`src/rtl/traffic_light_fsm.sv`:
```
// Two-road intersection sequencer driving traffic_timer via done_pulse counts.
// Optional walk-lamp phase is compiled in with `define TLC_PED_WALK_EN.
module traffic_light_fsm #(
  parameter int GREEN_PULSES  = 2,
  parameter int YELLOW_PULSES = 1,
  parameter int ALLRED_PULSES = 1
) (
  input  logic       clk,
  input  logic       rst,
  input  logic       done_pulse,
  input  logic       ew_car,
  input  logic       ped_req,
  output logic [2:0] ns_light,
  output logic [2:0] ew_light,
  output logic       timer_select,
  output logic       timer_restart,
  output logic       ped_walk,
  output logic [2:0] state_dbg
);

  localparam int MAX_GY = (GREEN_PULSES > YELLOW_PULSES) ?
                          GREEN_PULSES : YELLOW_PULSES;
  localparam int MAXP   = (MAX_GY > ALLRED_PULSES) ?
                          MAX_GY : ALLRED_PULSES;
  localparam int CW     = $clog2(MAXP) + 1;
  localparam int CW1    = CW + 1;

  localparam logic [CW:0] G_T = CW1'(GREEN_PULSES);
  localparam logic [CW:0] Y_T = CW1'(YELLOW_PULSES);
  localparam logic [CW:0] A_T = CW1'(ALLRED_PULSES);

  typedef enum logic [2:0] {
    ALLRED_A  = 3'd0,
    NS_GREEN  = 3'd1,
    NS_YELLOW = 3'd2,
    ALLRED_B  = 3'd3,
    EW_GREEN  = 3'd4,
    EW_YELLOW = 3'd5
  } state_t;

  state_t        state;
  state_t        next_state;
  logic [CW-1:0] cnt;
  logic [CW-1:0] cnt_next;
  logic [CW:0]   cnt_inc;
  logic [CW:0]   ew_tgt;
  logic          inc;
  logic          enter;
  logic          enter_ewg;
  logic          req_any;
  logic          ew_pend;
  logic          ped_pend;

  // {ns_light, ew_light} for a given state; unknown codes show all red
  function automatic logic [5:0] lamps(input state_t s);
    case (s)
      NS_GREEN:  lamps = 6'b001_100;
      NS_YELLOW: lamps = 6'b010_100;
      EW_GREEN:  lamps = 6'b100_001;
      EW_YELLOW: lamps = 6'b100_010;
      default:   lamps = 6'b100_100;
    endcase
  endfunction

  assign state_dbg = state;

  // Pulse counting, request merge and next-state selection
  always_comb begin
    inc        = done_pulse & ~timer_restart;
    cnt_inc    = {1'b0, cnt} + {{CW{1'b0}}, inc};
    req_any    = ew_pend | ped_pend | ew_car | ped_req;
`ifdef TLC_PED_WALK_EN
    ew_tgt     = ped_walk ? (G_T + CW1'(1)) : G_T;
`else
    ew_tgt     = G_T;
`endif
    next_state = state;
    case (state)
      ALLRED_A:  if (cnt_inc >= A_T) next_state = NS_GREEN;
      NS_GREEN:  if (cnt_inc >= G_T && req_any) next_state = NS_YELLOW;
      NS_YELLOW: if (cnt_inc >= Y_T) next_state = ALLRED_B;
      ALLRED_B:  if (cnt_inc >= A_T) next_state = EW_GREEN;
      EW_GREEN:  if (cnt_inc >= ew_tgt) next_state = EW_YELLOW;
      EW_YELLOW: if (cnt_inc >= Y_T) next_state = ALLRED_A;
      default:   next_state = ALLRED_A;
    endcase
    enter     = (next_state != state);
    enter_ewg = enter && (next_state == EW_GREEN);
    if (enter)
      cnt_next = '0;
    else if (state == NS_GREEN && cnt_inc > G_T)
      cnt_next = G_T[CW-1:0];
    else
      cnt_next = cnt_inc[CW-1:0];
  end

  // State, counter, pending latches and registered lamp/timer outputs
  always_ff @(posedge clk or negedge rst) begin
    if (!rst) begin
      state         <= ALLRED_A;
      cnt           <= '0;
      ns_light      <= 3'b100;
      ew_light      <= 3'b100;
      timer_select  <= 1'b0;
      timer_restart <= 1'b0;
      ew_pend       <= 1'b0;
      ped_pend      <= 1'b0;
    end else begin
      state                  <= next_state;
      cnt                    <= cnt_next;
      {ns_light, ew_light}   <= lamps(next_state);
      timer_select           <= (next_state == NS_GREEN) ||
                                (next_state == EW_GREEN);
      timer_restart          <= enter;
      if (enter_ewg)   ew_pend <= 1'b0;
      else if (ew_car) ew_pend <= 1'b1;
      if (enter_ewg)    ped_pend <= 1'b0;
      else if (ped_req) ped_pend <= 1'b1;
    end
  end

`ifdef TLC_PED_WALK_EN
  // Walk lamp granted for the whole EW green when a ped request was latched
  always_ff @(posedge clk or negedge rst) begin
    if (!rst)
      ped_walk <= 1'b0;
    else if (next_state != EW_GREEN)
      ped_walk <= 1'b0;
    else if (enter_ewg)
      ped_walk <= ped_pend;
  end
`else
  assign ped_walk = 1'b0;
`endif

endmodule

```
`config.mk`:
```
export PLATFORM = sky130hd
export DESIGN_NAME = traffic_light_fsm
export DESIGN_NICKNAME = d
export VERILOG_FILES = /design/src/rtl/traffic_light_fsm.sv
export SDC_FILE = /design/constraint.sdc
export NUM_CORES = 1
export LEC_CHECK = 0
export CAP_MARGIN = 20
export CORE_AREA = 10 10 49 51
export DETAILED_ROUTE_END_ITERATION = 8
export DIE_AREA = 0 0 59 61
export DONT_BUFFER_PORTS = 1
export PLACE_DENSITY = 0.76
export SKIP_LAST_GASP = 1
export SYNTH_ARGS = -nofsm -noshare
export SYNTH_HDL_FRONTEND = slang
export SYNTH_SLANG_ARGS = --single-unit
```
`constraint.sdc`:
```
create_clock -name clk -period 4.3 [get_ports clk]
set_input_delay 0.86 -clock clk [delete_from_list [all_inputs] [get_ports clk]]
set_output_delay 0.86 -clock clk [all_outputs]
set_load 0.01 [all_outputs]
```
After elaboration in Yosys (flattened, before gate mapping)
Index checks and enable logic that the tools add are counted. W data, S select, Z words.

Register bits: 15. Bits of input ports: 5. Logic and storage cells: 48.

Add/sub/neg operators: 1. Order comparisons: 3. Eq/ne operators: 10. Multiplexer cells: 14. Bitwise logic cells: 5. Reduce and logical (&&, ||, !) cells: 7.

Operators by type and width (count): $pmux W6 S4 (1); $mux W3 (6); $pmux W3 S6 (1); $eq A3 B3 Y1 const B (4); $eq A3 B2 Y1 const B (3); $eq A3 B1 Y1 const B (2); $mux W1 (4); $mux W2 (2); $reduce_bool A2 Y1 (2); $add A2 B1 Y3 (1); $ge A3 B1 Y1 const B (1); $ge A3 B2 Y1 const B (1); $gt A3 B2 Y1 const B (1); $logic_and A1 B1 Y1 (3); $logic_not A3 Y1 (1); $ne A3 B3 Y1 (1); $or A1 B1 Y1 (3); $and A1 B1 Y1 (1); $logic_or A1 B1 Y1 (1); $not A1 Y1 (1).

Logic depth before layout (Yosys ltp)
Gate-level depths: netlist of run 1.

Depth in word-level cells: 10. Gate-level depth with buffers: 10. Mapped depth without buffers: 9.

Worst setup path after synthesis of run 1
No wires, ideal clock.

Path type: input port to flip-flop. Start: input port done_pulse. End: register cnt[0]. Library setup time: 132 ps. Arrival: 2448 ps. Required time: 4168 ps. Path slack: 1720 ps. Cell stages on the path: 9. Path buffers: 0. Cells stage by stage: nor2b_1 ha_1 inv_1 ha_1 or3b_4 nand2_4 o21ai_0 a311oi_2 nor3b_1.

Cells in the longest elaborated chain, start to end: 8. Elaborated cells between the ends (all ways): 17. Classes of those cells: 1 x add/sub; 3 x order compare; 1 x eq/ne; 9 x mux; 1 x bitwise; 2 x reduce/logical.

RTL lines: start: declaration (line 10) `input logic done_pulse,`; $and A1 B1 Y1 * (line 69) `inc = done_pulse & ~timer_restart;`; $add A2 B1 Y3 * (line 70) `cnt_inc = {1'b0, cnt} + {{CW{1'b0}}, inc};`; $ge A3 B2 Y1 (line 80, 83); $logic_and A1 B1 Y1 (line 80) `NS_GREEN: if (cnt_inc >= G_T && req_any) next_state = NS_YELLOW;`; $mux W3 (line 80); $pmux W3 S6 * (line 78) `case (state)`; $ne A3 B3 Y1 * (line 87) `enter = (next_state != state);`; net enter (line 48) `logic enter;`; $mux W2 * (line 89) `if (enter)`; net cnt_next[0] (line 44) `logic [CW-1:0] cnt_next;`; end signal: assignment (line 110) `cnt <= cnt_next;`; end: declaration (line 43) `logic [CW-1:0] cnt;`.

Mark *: on every way through the listed nets, which the timed path passes. The rest lies on a longest branch. A chain may end at the register's enable or synchronous reset.

Final worst setup path of run 1
Same ends and word-level chain as after synthesis.

==> results.md, run 1 <==
Run status:
- The flow ran to the end, and the final reports show no timing, DRC or antenna violations.

GRT:
- For this run, the total global-route usage over all layers was measured as 8.41%.
- The global-route congestion overflow total is 0.
- The pin count of the biggest net entering global routing is 16.
- The number of antenna violations at the first check in global routing is 0.
- The first global-routing pass estimated 2.31 mm of wire.
- The via count of the first global-routing pass was 524.

Pwr:
- The reported leakage power is 0.332 nW.
- The power density over cell area is ~810 nW/um^2.
- The worst IR drop on VDD is 0.000505 V.

STA:
- Setup violations remaining at the end of the flow were counted as 0.
- Setup repair after global routing left no endpoint under its margin.
- The worst pin sits at a relative slew slack of 64.3%.
- The measured slew at the worst slew-check pin is 0.535 ns.
- The achievable frequency is 408 MHz.
- Setup total negative slack on the finished layout was measured at 0 ns.
- The maximum clock skew at final layout is 0.00886 ns.
- Hold timing on the final database bottoms out at a slack of 0.253 ns.
- The smallest clock period supported by the final layout is computed as between 2 and 2.5 ns.
- The count of final hold-check violations came to 0.
- The total count of max-transition violations in the final report is 0.
- The final critical-path share of the clock period is 57.0%.

Yosys:
- Of all cell types, the one taking the most synthesized area is dfrtp_1.
- The synthesized-area fraction occupied by ao, oa, aoi and oai cells is 13.8%.
- The number of nets handed over by synthesis was 81.
- After Yosys synthesis, XOR and XNOR cells account for 0% of the synthesized area.
- The portion of synthesized area spent on multiplexers is 0%.
- After Yosys synthesis, full adders, half adders and majority gates account for 4.92% of the synthesized area.
- The sequential-to-total area share from yosys stat is 49.5%.
- The number of warning messages in the yosys log is 0.
- The main combinational cell family by area after synthesis is simple AND/OR/NAND/NOR gates.
- In the synthesized netlist, the cells that appear most often are dfrtp_1, nor2_1, a21oi_1.
- After technology mapping, the gate count stands at 73.
- The post-synthesis simple-gate area fraction is around a quarter.
- The most frequently used flop master after synthesis is dfrtp_1.
- The post-synthesis area per instance is about 10 sq um.
- After synthesis the netlist holds a flip-flop and latch count of 15.
- The number of distinct library cells after synthesis is 30.
- The share of synthesized area in the top cell type comes to 42.6%.
- Ranked by total cell area, the synthesized netlist is headed by dfrtp_1, dfstp_2, ha_1.
- The dominant cell by count in the synthesized netlist is dfrtp_1.
- The synthesized design contains 0 enable-type register cells.
- For this run, asynchronously set or reset flops after synthesis account for 100%.
- Summing every instance area after synthesis gives ~760 sq um.

Critical path:
- The endpoint identified for the worst register-to-register timing path is cnt[0].
- The length in cells of the worst reg-to-reg path is 9.
- The worst setup path is captured at a flop.
- The type of element launching the critical path is an input port.
- Traced cell by cell, the critical path runs through nor2b_1 -> ha_1 -> inv_1 -> ha_1 -> or3b_4 -> nand2_4 -> o21ai_0 -> a311oi_2 -> nor3b_1.
- For this run, the slowest stage of the critical path takes 0.41 ns.
- The launch point of the worst reg-to-reg path is timer_restart.
- The worst setup path is of the in -> reg kind.
- The critical-path cell with the highest stage delay is or3b_4.
- Of all nets on the critical path, the largest fanout is 8.
- The worst reg-to-reg setup slack is 1.99 ns.
- The arrival time at the worst endpoint is 2.61 ns.
- The required time of the worst setup path is ~4.5 ns.
- In this design, the critical path's most frequently occurring cell is ha_1.

Placed design:
- The half-perimeter wire length of the detailed placement result is 1.07 mm.
- The count of buffers added on input and output ports is 0.
- The final weighted congestion in routability-driven placement is 0.748.

Drt:
- The top metal layer carrying routed signals is met4.
- The number of vias in the routed layout is 497.
- For this block, wires on met1 add up to around 550 um.
- After detailed routing, the number of vias per cell comes to 5.65.
- The aggregate routed wire length is between 1 and 1.5 mm.
- In the routed design, unresolved DRC markers number 0.
- The initial DRC count is 2.
- The first TritonRoute pass finished after 3 iterations.
- The count of nets left with antenna violations once routing finished came out at 0.
- Summed over all nets, wire length on met2 after detailed routing comes to roughly 700 um.
- The final routed wire length divided by cell count is 16.2 um.
- The wire length on met3 is between 150 and 200 um.

Floorplanning:
- The number of primary I/O pins is 17.
- The number of rows created at floorplan is 14.
- The die is 61 um tall.
- The placeable core region is approximately 1500 sq um.
- The die covers 3600 sq um.
- For this configuration, the core starts out at a cell density of 51.9%.
- From left edge to right edge, the die measures between 50 and 60 um.

Finish:
- The fraction of layout instances using a drive strength above 1 is 18.1%.
- The antenna diode instance count is 0.
- Relative to the synthesized area, the layout overhead comes to 1.64%.
- The filler cells instantiated in the layout total 150.
- The number of nets at the end of the flow is 81.

Hold path:
- The classification of the worst-slack hold path is in -> async.

Run:
- Across the run, the number of max-cap violations was 0.

CTS:
- The clock latency reported for the late side of the worst-skew pair is 0.29 ns.
- The tree built by TritonCTS fans out to 15 sinks.
- Hold repair after CTS inserted 0 buffers.
- The count of cells resized by post-cts repair is 0.
- After clock tree synthesis, the clock-pin slew on the worst setup and hold paths is ~0.09 ns.
- The setup fix buffers added after clock tree synthesis is 0.
- The cell at the root of the clock tree is clkbuf_4.
- The clock tree from TritonCTS is built.
- The maximum root-to-sink buffer count is 2.
- Counting the buffers created by CTS gives 3.
- CTS built an H-tree with a depth of 1.
-- logic make-up after synthesis --
logic type,count (synthesis)
buf+inv,9
flops,15
simple gates,32
other cells,1
fa+ha+maj,3
compound gates,13
-- flip-flops by register name (all words and copies together), names as in the netlist --
name	cells
state_dbg	3
ns_light	3
ew_light	3
ew_pend	1
cnt	2
ped_pend	1
timer_select	1
timer_restart	1
-- area by class of cell --
cell class	count	area (sq um)	share of cell area [%]
well taps	16	20.0	2.58
flip-flops and latches	15	378	48.7
clock inverters	1	5.00	0.645
clock buffers	3	22.5	2.90
inverters	4	15.0	1.94
multi-input cells	49	335	43.2
-- power breakdown --
part           switching, mW  internal [mW]
Sequential            0.0938          0.210
Combinational          0.134          0.111
Clock                 0.0451         0.0346
-- layout by cell type, fill, tap and decap left out, drive strengths merged, types with 3 or more instances in the layout --
cell,instances
dfrtp,13
nor2,11
a21oi,5
nand2,5
inv,4
nand2b,3
o21ai,3
ha,3
clkbuf,3
-- per-layer routing --
| metal | up-vias | global-route usage [%] |
|---|---|---|
| li1 | 244 | - |
| met1 | 238 | 7.68 |
| met2 | 11 | 14.4 |
| met3 | 4 | 4.80 |
| met4 | 0 | 4.92 |
| met5 | - | 0 |
-- metrics by stage --
stage          setup WS (ns)  std cells  cell area [sq um]  power [mW]  utilization (%)
6_report                1.85         88                776       0.629             52.7
5_1_grt                 1.61         88                776       0.681             52.7
4_1_cts                 1.84         88                776       0.639             52.7
3_5_place_dp            1.54         84                748       0.559             50.9
3_3_place_gp            1.61         84                748       0.546             50.9
2_1_floorplan           1.72         73                763       0.519                -
-- critical path, delay by kind of cell --
family	cells	cell delay [ns]
fa+ha+maj	2	0.46
buf+inv	1	0.04
compound gates	2	0.48
simple gates	4	0.76
-- worst max-delay path by stage --
stage	from	endpoint	slack, ns	cells past startpoint
final	done_pulse	cnt[0]	1.85	9
after global routing	done_pulse	timer_select	1.61	9
after CTS	done_pulse	cnt[0]	1.84	9
after detailed placement	done_pulse	cnt[0]	1.54	9
after global placement	done_pulse	cnt[0]	1.61	9
after floorplan	done_pulse	cnt[0]	1.72	9
(Power assumes the default switching activity.)
==> run 2, diff against run 1 <==
--- a/config.mk
+++ b/config.mk
@@ -10,7 +10,7 @@
 export DETAILED_ROUTE_END_ITERATION = 8
 export DIE_AREA = 0 0 59 61
 export DONT_BUFFER_PORTS = 1
-export PLACE_DENSITY = 0.76
+export PLACE_DENSITY = 0.78
 export SKIP_LAST_GASP = 1
 export SYNTH_ARGS = -nofsm -noshare
 export SYNTH_HDL_FRONTEND = slang
==> constraint.sdc (replaced) <==
create_clock -name clk -period 2 [get_ports clk]
set_input_delay 0.4 -clock clk [delete_from_list [all_inputs] [get_ports clk]]
set_output_delay 0.4 -clock clk [all_outputs]
set_load 0.01 [all_outputs]
==> run 2 against run 1 <==
- count of clock-buffer cells in the layout grew 1
- largest cell class unchanged
- the run now ends with negative setup slack left
- utilization grew 7.7 points
- clock power grew 120%
- combinational power rose to 3.1 times the previous value
- non-clock buffer count rose by 10
- hold slack lost 0.00070 ns
- sequential cell count stayed put
- cell count grew 11%
- wire length grew 7.1%
- critical path depth unchanged
- global-route usage up 1.6 points
==> results.md, run 2 (synthesis gave the netlist of run 1 again) <==
Pwr:
- The power density over cell area is 1750 nW/um^2 (was 811 nW/um^2).
- The reported leakage power is 0.382 nW (was 0.332 nW).
- The overall power after layout is 1.56 mW (was 0.629 mW).
- The worst IR drop on VDD is 0.000983 V (was 0.000505 V).

Finish:
- The synthesis-to-finish area growth is 16.6% (was 1.64%).
- The utilization of the core after routing was 60.5% (was 52.7%).
- The fraction of layout instances using a drive strength above 1 was 35.4% (was 18.1%).
- The count of non-filler cells in the finished layout is 98 (was 88).
- The antenna diode instance count was 0 (unchanged).
- The most frequent standard cell in the layout excluding fill and tap cells is dfrtp_1 (unchanged).
- Most frequent cells in the layout: dfrtp_1, nor2_1, buf_4 (was dfrtp_1, nor2_1, a21oi_1).
- The post-route standard cell area excluding fillers is 890 sq um (was 776 sq um).
- The number of nets at the end of the flow is 91 (was 81).

Drt:
- The wire length on met3 is 159 um (was 154 um).
- The initial DRC count is 10 (was 2).
- The final routed wire length divided by cell count is 15.6 um (was 16.2 um).
- The top metal layer carrying routed signals is met4 (unchanged).
- The wire length the detailed router placed on met1 is 596 um (was 552 um).
- The total iterations of the first detailed-routing run was 4 (was 3).
- The aggregate routed wire length is 1.53 mm (was 1.43 mm).
- The number of routed nets with antenna violations is 0 (unchanged).
- The number of vias in the routed layout is 552 (was 497).
- The detail-routed via count per cell was 5.63 (was 5.65).
- The final routed DRC violation total is 0 (unchanged).
- The wire length on met2 came to 708 um (was 696 um).

Hold path:
- The worst hold path terminates at ew_pend.
- The hold-critical path depth is 2.
- The classification of the worst-slack hold path is in -> reg (was in -> async).
- The startpoint identified for the worst hold timing path is ew_car.

GRT:
- The total track usage is 10.0% (was 8.41%).
- The global-route wire length before repair is 2.66 mm (was 2.31 mm).
- The pin count of the biggest net entering global routing is 16 (unchanged).
- The number of antenna violations at the first check in global routing came to 0 (unchanged).
- The via count of the first global-routing pass is 583 (was 524).
- The global-route congestion overflow total is 0 (unchanged).

Floorplanning:
- The die area is 3600 sq um (unchanged).
- The number of primary I/O pins came to 17 (unchanged).
- The number of rows created at floorplan is 14 (unchanged).
- The width of the die is 59 um (unchanged).
- The placeable core region is 1470 sq um (unchanged).
- The initial core utilization is 51.9% (unchanged).
- The overall die height came to 61 um (unchanged).

Critical path:
- The sort of element at the end of the critical path was a flop (unchanged).
- The endpoint of the lowest-slack register-to-register path is cnt[1] (was cnt[0]).
- The required time of the worst setup path is 2.17 ns (was 4.46 ns).
- The type of element launching the critical path is a flop (was input port).
- The top fanout value on the critical path is 7 (was 8).
- The category of the critical setup timing path is reg -> reg (was in -> reg).
- The launch point of the worst path is timer_restart (was done_pulse).
- The launch point of the worst reg-to-reg path is timer_restart (unchanged).
- The length in cells of the worst reg-to-reg path is 9 (unchanged).
- The arrival time at the worst endpoint is 2.28 ns (was 2.61 ns).
- The worst reg-to-reg setup slack came to -0.11 ns (was 1.99 ns).

CTS:
- The post-CTS clock slew at the launch and capture registers of the worst setup and hold paths was 0.08 ns (was 0.09 ns).
- The clock sink count is 15 (unchanged).
- The cell at the root of the clock tree is clkbuf_4 (unchanged).
- The maximum level of the CTS H-tree is 1 (unchanged).
- The maximum root-to-sink buffer count is 2 (unchanged).
- The clock latency reported for the late side of the worst-skew pair is 0.29 ns (about the same).
- The number of buffers created by CTS is 3 (unchanged).
- The clock tree from TritonCTS is built (unchanged).

Placed design:
- The final weighted congestion in routability-driven placement is 0.830 (was 0.748).
- The placed cell area is 798 sq um (was 748 sq um).
- The pre-CTS setup slack is -0.218 ns (was 1.54 ns).
- The half-perimeter wire length of the detailed placement result is 1.07 mm (about the same).
- The number of I/O port buffers came to 0 (unchanged).
- The placed cell count was 90 (was 84).

STA:
- The final worst setup slack was -0.115 ns (was 1.85 ns).
- The number of endpoints failing setup at the final stage is 8 (was 0).
- The worst hold slack was 0.252 ns (was 0.253 ns).
- Dividing the final minimum period by the clock period gives 106%.
- The post-route minimum period is 2.11 ns.
- Timing would allow up to 473 MHz.
- The count of final hold-check violations is 0 (unchanged).
- The maximum clock skew at final layout is 0.00196 ns (was 0.00886 ns).
- The measured slew at the worst slew-check pin was 0.655 ns (was 0.535 ns).
- The relative slew slack is 56.2% (was 64.3%).
- The setup TNS came to -0.436 ns (was 0 ns).
- RSZ-0062 raised after global routing: yes (was no).
- The total count of max-transition violations in the final report is 0 (unchanged).

Run:
- The count of max-cap constraint violations came to 0 (unchanged).

Run status:
- Status: finished with violations (was complete, no violations).
- The checks that failed: negative setup slack.
-- run 2: cell types whose count changed in the layout (fill, tap and decap cells not counted), moves of 2 or more --
cell / before / now
buf_4: 0 / 8
a211oi_1: 2 / 0
a211oi_2: 0 / 2
ha_1: 3 / 1
nor2_1: 10 / 8
nor2_2: 0 / 2
-- run 2: layout make-up --
cell class                 instances  area [sq um]
clock buffer                       4          26.3
fill                             126           582
inverter                           4          15.0
multi-input combinational         49           369
sequential                        15           378
tap                               16          20.0
timing repair buffer              10          81.3
-- run 2: report_power, final --
| part | internal, mW | switching (mW) | total, mW |
|---|---|---|---|
| combinational | 0.381 | 0.371 | 0.752 |
| clock | 0.0776 | 0.0939 | 0.172 |
| sequential | 0.451 | 0.186 | 0.637 |
| total | 0.910 | 0.651 | 1.56 |
-- run 2: worst max-delay path by stage --
stage,end,slack [ns],cells past startpoint
global placement,cnt[0],-0.17,9
floorplan,cnt[0],-0.08,9
CTS,cnt[0],-0.11,9
global route,cnt[1],-0.24,9
finish,cnt[1],-0.11,9
detailed placement,cnt[0],-0.22,9
-- run 2: critical path: stages (launching register included) --
cell and delay (ns):
dfrtp_1 0.39, nor2b_1 0.13, ha_2 0.20, inv_2 0.04, ha_4 0.20, or3b_4 0.41
nand2_4 0.11, o21ai_2 0.06, a311oi_2 0.36, nor2_1 0.09
-- run 2: layer usage --
metal	up-vias	GRT usage [%]
met5	-	0
met4	0	8.20
met3	7	5.64
met2	15	16.1
met1	268	9.15
li1	262	-
-- run 2: timing repair --
action | in CTS | in global routing
resized for setup | 7 | 2
hold buffers | 1 | 0
endpoints found under the setup margin | 11 | 13
buffers inserted | 2 | 1
endpoints found under the hold margin | 15 | 0
pin swaps | 8 | 3
